## config.mk

```make
export PLATFORM = sky130hd
export DESIGN_NAME = wave_mixer_n
export DESIGN_NICKNAME = d
export VERILOG_FILES = /design/src/rtl/wave_mixer_n.sv
export SDC_FILE = /design/constraint.sdc
export NUM_CORES = 2
export LEC_CHECK = 0
export CORE_AREA = 2 2 319 353
export CTS_BUF_LIST = sky130_fd_sc_hd__clkbuf_4
export DETAILED_ROUTE_END_ITERATION = 10
export DIE_AREA = 0 0 321 355
export PLACE_DENSITY_LB_ADDON = 0.25
export REMOVE_ABC_BUFFERS = 1
export SLEW_MARGIN = 20
export SYNTH_ARGS = -nofsm -noshare
export SYNTH_HDL_FRONTEND = slang
export SYNTH_SLANG_ARGS = --single-unit
```

## constraint.sdc

```tcl
create_clock -name clk -period 29.5 [get_ports clk]
set_input_delay 4.425 -clock clk [delete_from_list [all_inputs] [get_ports clk]]
set_output_delay 4.425 -clock clk [all_outputs]
set_load 0.02 [all_outputs]
```

## src/rtl/wave_mixer_n.sv

```systemverilog
// wave_mixer_n: N-channel waveform mixer.
// Each channel has a phase accumulator, a saw/square/triangle/off waveform
// and amplitude scaling. The channels are summed through a registered
// pairwise adder tree, and the sum is saturated to W bits with a clip flag.
// The pipeline runs accumulator -> stage A -> L tree levels -> output.
module wave_mixer_n #(
   parameter int NCH = 4,
   parameter int W   = 16
) (
   input  logic                clk,
   input  logic                reset,
   input  logic [NCH*W-1:0]    amps,
   input  logic [NCH*W-1:0]    offsets,
   input  logic [NCH*W-1:0]    phasewords,
   input  logic [NCH*2-1:0]    modes,
   input  logic                sync,
   output logic signed [W-1:0] results,
   output logic                result_valid,
   output logic                clip
);

   localparam int L   = $clog2(NCH);
   localparam int LAT = 2 + L;
   // Tree nodes carry enough headroom for the full sum of NCH channels.
   localparam int SW  = W + L;
   // Heap-ordered tree: root at 0, children of j at 2j+1 / 2j+2,
   // leaves (stage A) at NCH-1 .. 2*NCH-2.
   localparam int NN  = 2 * NCH - 1;

   localparam logic signed [W-1:0]    MAXV  = {1'b0, {(W-1){1'b1}}};
   localparam logic signed [W-1:0]    MINV  = {1'b1, {(W-1){1'b0}}};
   localparam logic signed [W-1:0]    NMAXV = {1'b1, {(W-2){1'b0}}, 1'b1};
   localparam logic signed [2*W-1:0]  PMAX  = (2*W)'(MAXV);
   localparam logic signed [2*W-1:0]  PMIN  = (2*W)'(MINV);
   localparam logic signed [SW-1:0]   SMAX  = SW'(MAXV);
   localparam logic signed [SW-1:0]   SMIN  = SW'(MINV);

   // Waveform lookup from phase p and a 2-bit mode.
   function automatic logic signed [W-1:0] wave(input logic [W-1:0] p,
                                                input logic [1:0]   mode);
      logic [W-1:0]        t;
      logic signed [W-1:0] s;
      // Triangle ramps up over the first half-period and down over the second;
      // flipping the MSB afterwards subtracts 2^(W-1) modulo 2^W.
      t = p[W-1] ? {~p[W-2:0], 1'b0} : {p[W-2:0], 1'b0};
      case (mode)
         2'b00:   s = {~p[W-1], p[W-2:0]};
         2'b01:   s = p[W-1] ? NMAXV : MAXV;
         2'b10:   s = {~t[W-1], t[W-2:0]};
         default: s = '0;
      endcase
      return s;
   endfunction

   // Floor-shift a full product back to Q1.(W-1) and saturate.
   // The result is {overflow, value}.
   function automatic logic [W:0] sat_prod(input logic signed [2*W-1:0] x);
      logic signed [2*W-1:0] q;
      logic [W:0]            r;
      q = x >>> (W-1);
      if (q > PMAX)      r = {1'b1, MAXV};
      else if (q < PMIN) r = {1'b1, MINV};
      else               r = {1'b0, q[W-1:0]};
      return r;
   endfunction

   // Saturate the tree sum to W bits. The result is {overflow, value}.
   function automatic logic [W:0] sat_sum(input logic signed [SW-1:0] x);
      logic [W:0] r;
      if (x > SMAX)      r = {1'b1, MAXV};
      else if (x < SMIN) r = {1'b1, MINV};
      else               r = {1'b0, x[W-1:0]};
      return r;
   endfunction

   // Sample times amplitude. The full product is exact in 2W bits.
   function automatic logic [W:0] scale(input logic signed [W-1:0] s,
                                        input logic signed [W-1:0] a);
      logic signed [2*W-1:0] prod;
      prod = (2*W)'(s) * (2*W)'(a);
      return sat_prod(prod);
   endfunction

   logic [W-1:0]          acc_p0  [NCH];
   logic [W:0]            scl_c   [NCH];
   logic signed [SW-1:0]  node_p  [NN];
   logic                  nclip_p [NN];
   logic [W:0]            fsum_c;
   logic [LAT-1:0]        vld_p;

   // ---- stage 0: phase accumulators (sync clears, overriding the increment)
   // Advance each channel's phase accumulator, or clear all of them on sync.
   always_ff @(posedge clk or posedge reset) begin
      if (reset) begin
         for (int i = 0; i < NCH; i++) acc_p0[i] <= '0;
      end else begin
         for (int i = 0; i < NCH; i++) begin
            if (sync) acc_p0[i] <= '0;
            else      acc_p0[i] <= acc_p0[i] + phasewords[i*W +: W];
         end
      end
   end

   // Phase, waveform and scaling per channel. Amplitudes, offsets and modes
   // are sampled with the accumulator value they pair with.
   always_comb begin
      for (int i = 0; i < NCH; i++) begin
         scl_c[i] = scale(wave(acc_p0[i] + offsets[i*W +: W], modes[i*2 +: 2]),
                          amps[i*W +: W]);
      end
   end

   // ---- stage A (tree leaves) and L adder-tree levels
   // Register the scaled leaves, then pairwise-add one tree level per clock
   // while OR-reducing the clip bits alongside the data.
   always_ff @(posedge clk or posedge reset) begin
      if (reset) begin
         for (int j = 0; j < NN; j++) begin
            node_p[j]  <= '0;
            nclip_p[j] <= 1'b0;
         end
      end else begin
         for (int i = 0; i < NCH; i++) begin
            node_p[NCH-1+i]  <= SW'($signed(scl_c[i][W-1:0]));
            nclip_p[NCH-1+i] <= scl_c[i][W];
         end
         for (int j = 0; j < NCH-1; j++) begin
            node_p[j]  <= node_p[2*j+1] + node_p[2*j+2];
            nclip_p[j] <= nclip_p[2*j+1] | nclip_p[2*j+2];
         end
      end
   end

   assign fsum_c = sat_sum(node_p[0]);

   // ---- output stage: final saturation, clip and valid qualification
   // Register the saturated sum and clip, and shift in valid after reset.
   always_ff @(posedge clk or posedge reset) begin
      if (reset) begin
         results <= '0;
         clip    <= 1'b0;
         vld_p   <= '0;
      end else begin
         results <= fsum_c[W-1:0];
         clip    <= fsum_c[W] | nclip_p[0];
         vld_p   <= {vld_p[LAT-2:0], 1'b1};
      end
   end

   assign result_valid = vld_p[LAT-1];

endmodule
```

# --- Word-level counts from Yosys, hierarchy flattened ---
# Index checks and enable logic that the tools add are counted.
totals:
  reg_bits: 210
  output_inout_bits: 18
classes:
  addsub: 11
  mul: 4
  magnitude_cmp: 10
  n_eq_ne: 8
  mux: 26
  bitwise_logic: 16
  reduce_logical: 4
op_table:
  columns: ["cell", "count"]
  rows:
  - ["2-to-1 mux 16 bit", 12]
  - ["one-hot mux 16 bit (3 select lines)", 4]
  - ["2-to-1 mux 17 bit", 10]
  - ["adder 16 bit", 8]
  - ["multiplier 16 x 16 -> 32 bit", 4]
  - ["greater-than comparator 17 x 16 -> 1 bit, second input constant", 4]
  - ["< comparator 17 x 16 -> 1 bit, second input constant", 4]
  - ["NOT 15 bit", 4]
  - ["adder 16 x 16 -> 17 bit", 2]
  - ["adder 18 bit", 1]
  - ["greater-than comparator 18 x 16 -> 1 bit, second input constant", 1]
  - ["< comparator 18 x 16 -> 1 bit, second input constant", 1]
  - ["== test 2 x 1 -> 1 bit, second input constant", 4]
  - ["== test 2 bit, second input constant", 4]
  - ["zero test 2 bit", 4]
  - ["NOT 1 bit", 8]
  - ["bitwise OR 1 bit", 4]

# --- Longest topological paths before layout ---
logic_depth:
  depth_word: 9
  depth_mapped: 39

# --- Worst setup path after synthesis ---
# OpenSTA, ideal clock, no wires.
synth_timing:
  kind: "input-to-reg"
  from: "in offsets[0]"
  to: "reg node_p[56] (netlist name)"
  setup_time_ns: 0.128
  arrival_ns: 13.396
  setup_slack_ns: 15.976
  cell_stages: 35
  n_path_buf: 3
  cell_sequence: "ha_1 -> fa_1 -> a21o_1 -> a21oi_1 -> o21bai_1 -> a21oi_1 -> o21bai_1 -> a41o_1 -> a2111oi_0 -> or3b_1 -> mux2_2 -> o22ai_1 -> clkbuf_1 -> nand2_1 -> fa_1 -> inv_1 -> fa_1 -> fa_1 -> fa_1 -> fa_1 -> fa_1 -> ha_1 -> clkbuf_1 -> a21oi_1 -> o21bai_1 -> a21o_1 -> a21o_1 -> a21o_1 -> a21o_1 -> a211o_1 -> a21oi_1 -> xor2_1 -> nor2b_1 -> buf_2 -> a21oi_1"
synth_lines:
  columns: ["item", "line_no", "source"]
  rows:
  - ["from (decl)", "13", "input logic [NCH*W-1:0] offsets,"]
  - ["to (signal, indexed assignment)", "124", "node_p[NCH-1+i] <= SW'($signed(scl_c[i][W-1:0]));"]
  - ["to (signal, indexed assignment)", "128", "node_p[j] <= node_p[2*j+1] + node_p[2*j+2];"]
  - ["to (decl)", "86", "logic signed [SW-1:0] node_p [NN];"]

==> results.cfg <==
[cts]
root_buffer = clkbuf_4
cts.clk_slew.worst_paths_ns = 0.07
insertion_delay_ns = 0.84
clock_path_buffers = 3
cts_made_buffers = 56
cts_tree = yes
clock-sinks = 208
postCtsSetupRepairBufs = 0
htree_levels = 2
cts_resized = 0
hold_buffers = 0

[final_layout]
regArea_um2 = 5206
multi_input_comb_area_um2 = 44210
final_cell_mix = 1230 x inv_1, 1055 x fa_1, 511 x nand2_1, 491 x and2_1, 485 x ha_1
area_growth_pct = 8.129
final_nets = 7988
layout_commonest_cell = inv_1
drive_gt1_frac = 0.03517
nFillCells = 10130

[logic_synthesis]
synth.distinct_cells = 87
synth_seq_cells = 208
ys_seq_area_frac = 0.09489
netlist_instances = 6106
yosys_warnings = 0
netlist_area_um2 = 54850
asyncSetResetFlopFracSynth = 1.000
synth_edf_count = 0
synth_ff_type = dfrtp_1
synth.avg_cell_area_um2 = 8.984

[critical_path]
r2r_end = node_p[66]$_DFF_PP0_
cp_slowest_cell = fa_1
criticalPathCategory = in2reg
worstPathArrival_ns = 14.89
worst-path-max-fanout = 22
required_ns = 30.11
rrSetupSlack_ns = 18.89
startpoint = offsets[0]
r2r-start = acc_p0[48]$_DFF_PP0_
endpoint = node_p[66]$_DFF_PP0_
r2r_cells = 33
endpoint_kind = flop
critPathLaunchType = input pin
worst_path_most_repeated_cell = fa_1
critPathMaxStageDelay_ns = 0.93

[timing]
period_needed_ns = 14.28
fin_skew_ns = 0.06000
finalMaxSlewViolations = 0
max_slew_margin = 0.2439
fmaxAchievable_ghz = 0.07005
fin_crit_sh = 0.4839
fin_setup_tns_ns = 0
grt_setup_unrepaired = no
setup_viol = 0
fin_hold_ws_ns = 0.3490
worst_pin_slew_ns = 1.134
hold_violations = 0

[grt]
grt_start_max_net_pins = 85
grt_pass1_vias = 44295
antenna_found_initial = 3
grt_pass1_wl_mm = 222.9
grt_use_total = 0.2411
grt_overflow = 0

[flow_run]
maxCapViolations = 0

[min_path]
hold_class = reg2reg

[die]
start_util = 0.4978
num_rows = 128
pin_count = 221
die_w_um = 321
fp.coreArea_um2 = 110200
die-height_um = 355
die-area_um2 = 114000

[drt]
wl_per_cell_um = 17.08
ant_nets = 0
drc_errors = 0
via_per_inst = 5.350
wl_mm = 131.7
drt_iter0_drc = 1895
dr.pass1.iters = 8
via_count = 41274

[place]
numPortBuffers = 220
hpwlAfterDp_mm = 107.4
globalplace.congestion = 0.8939

[outcome]
status = finished, final reports clean
## kinds of logic after synthesis
kind of cell             synth area share
XOR/XNOR                          0.04774
flip-flops                        0.09489
AND/OR/NAND/NOR                    0.1523
multiplexers                     0.006204
buffers and inverters             0.09972
adder cells (fa/ha/maj)            0.4960
AO/OA/AOI/OAI                      0.1031
other                          0.00006836
## synthesized netlist by cell type, drive strengths merged (50+ instances only)
cell type  number  share of area
clkbuf        192          0.013
and2          491          0.056
fa           1055           0.39
nor3           51         0.0049
inv          1231          0.084
xnor2         206          0.033
nand4          50         0.0057
nor2b          84         0.0096
ha            485           0.11
a21o          107          0.015
o21ai         232          0.021
a21oi         296          0.027
dfrtp         208          0.095
nor2          314          0.021
nand2         511          0.035
xor2           87          0.014
## cell type report
type	instances	area share
Inverter	1233	0.07816
Tap cell	1430	0.03017
Timing Repair Buffer	298	0.04696
Sequential cell	208	0.08778
Multi-Input combinational cell	4448	0.7453
Antenna cell	2	0.00008438
Clock buffer	75	0.009493
Clock inverter	21	0.002025
## registers in the layout, summed over array words and instances, names as in the netlist
| register | cells |
|---|---|
| results | 16 |
| node_p | 116 |
| nclip_p | 7 |
| vld_p | 4 |
| acc_p0 | 64 |
| clip | 1 |
## critical path, delay by kind of cell
family	cells	cell delay [ns]
AOI/OAI and AO/OA	17	3.24
and+or+nand+nor	3	1.18
xor gates and xnor gates	1	0.28
adders and majority gates	9	4.53
buffers and inverters	3	0.84
muxes	1	0.36
## worst min-delay path by stage
stage | startpoint | endpoint | slack [ns] | cells after the start
final | vld_p[1]$_DFF_PP0_ | vld_p[2]$_DFF_PP0_ | 0.35 | 0
after global routing | vld_p[0]$_DFF_PP0_ | vld_p[1]$_DFF_PP0_ | 0.37 | 0
after CTS | vld_p[1]$_DFF_PP0_ | vld_p[2]$_DFF_PP0_ | 0.35 | 0
after detailed placement | vld_p[1]$_DFF_PP0_ | vld_p[2]$_DFF_PP0_ | 0.33 | 0
after global placement | vld_p[0]$_DFF_PP0_ | vld_p[1]$_DFF_PP0_ | 0.33 | 0
after floorplan | vld_p[0]$_DFF_PP0_ | vld_p[1]$_DFF_PP0_ | 0.33 | 0
## layer usage
layer | vias up | global-route usage | share of wire
met5 | - | 0 | 0.00017
met4 | 4 | 0.06944 | 0.029
met3 | 232 | 0.03016 | 0.045
met2 | 898 | 0.4305 | 0.51
met1 | 20861 | 0.3063 | 0.42
li1 | 19279 | - | -
## per-stage QoR
step                      setup slack (ns)  cells    util  cell area [um^2]
after global routing                 14.64   7714  0.5383             59310
final                                15.22   7715  0.5383             59310
after CTS                            15.32   7713  0.5382             59300
after global placement               14.60   7617  0.5320             58620
after detailed placement             14.45   7617  0.5320             58620
after floorplan                      15.46   5889       -             54010
Power is not shown: default switching activity piles up to over one toggle a cycle in this logic, so the estimate is an artifact.
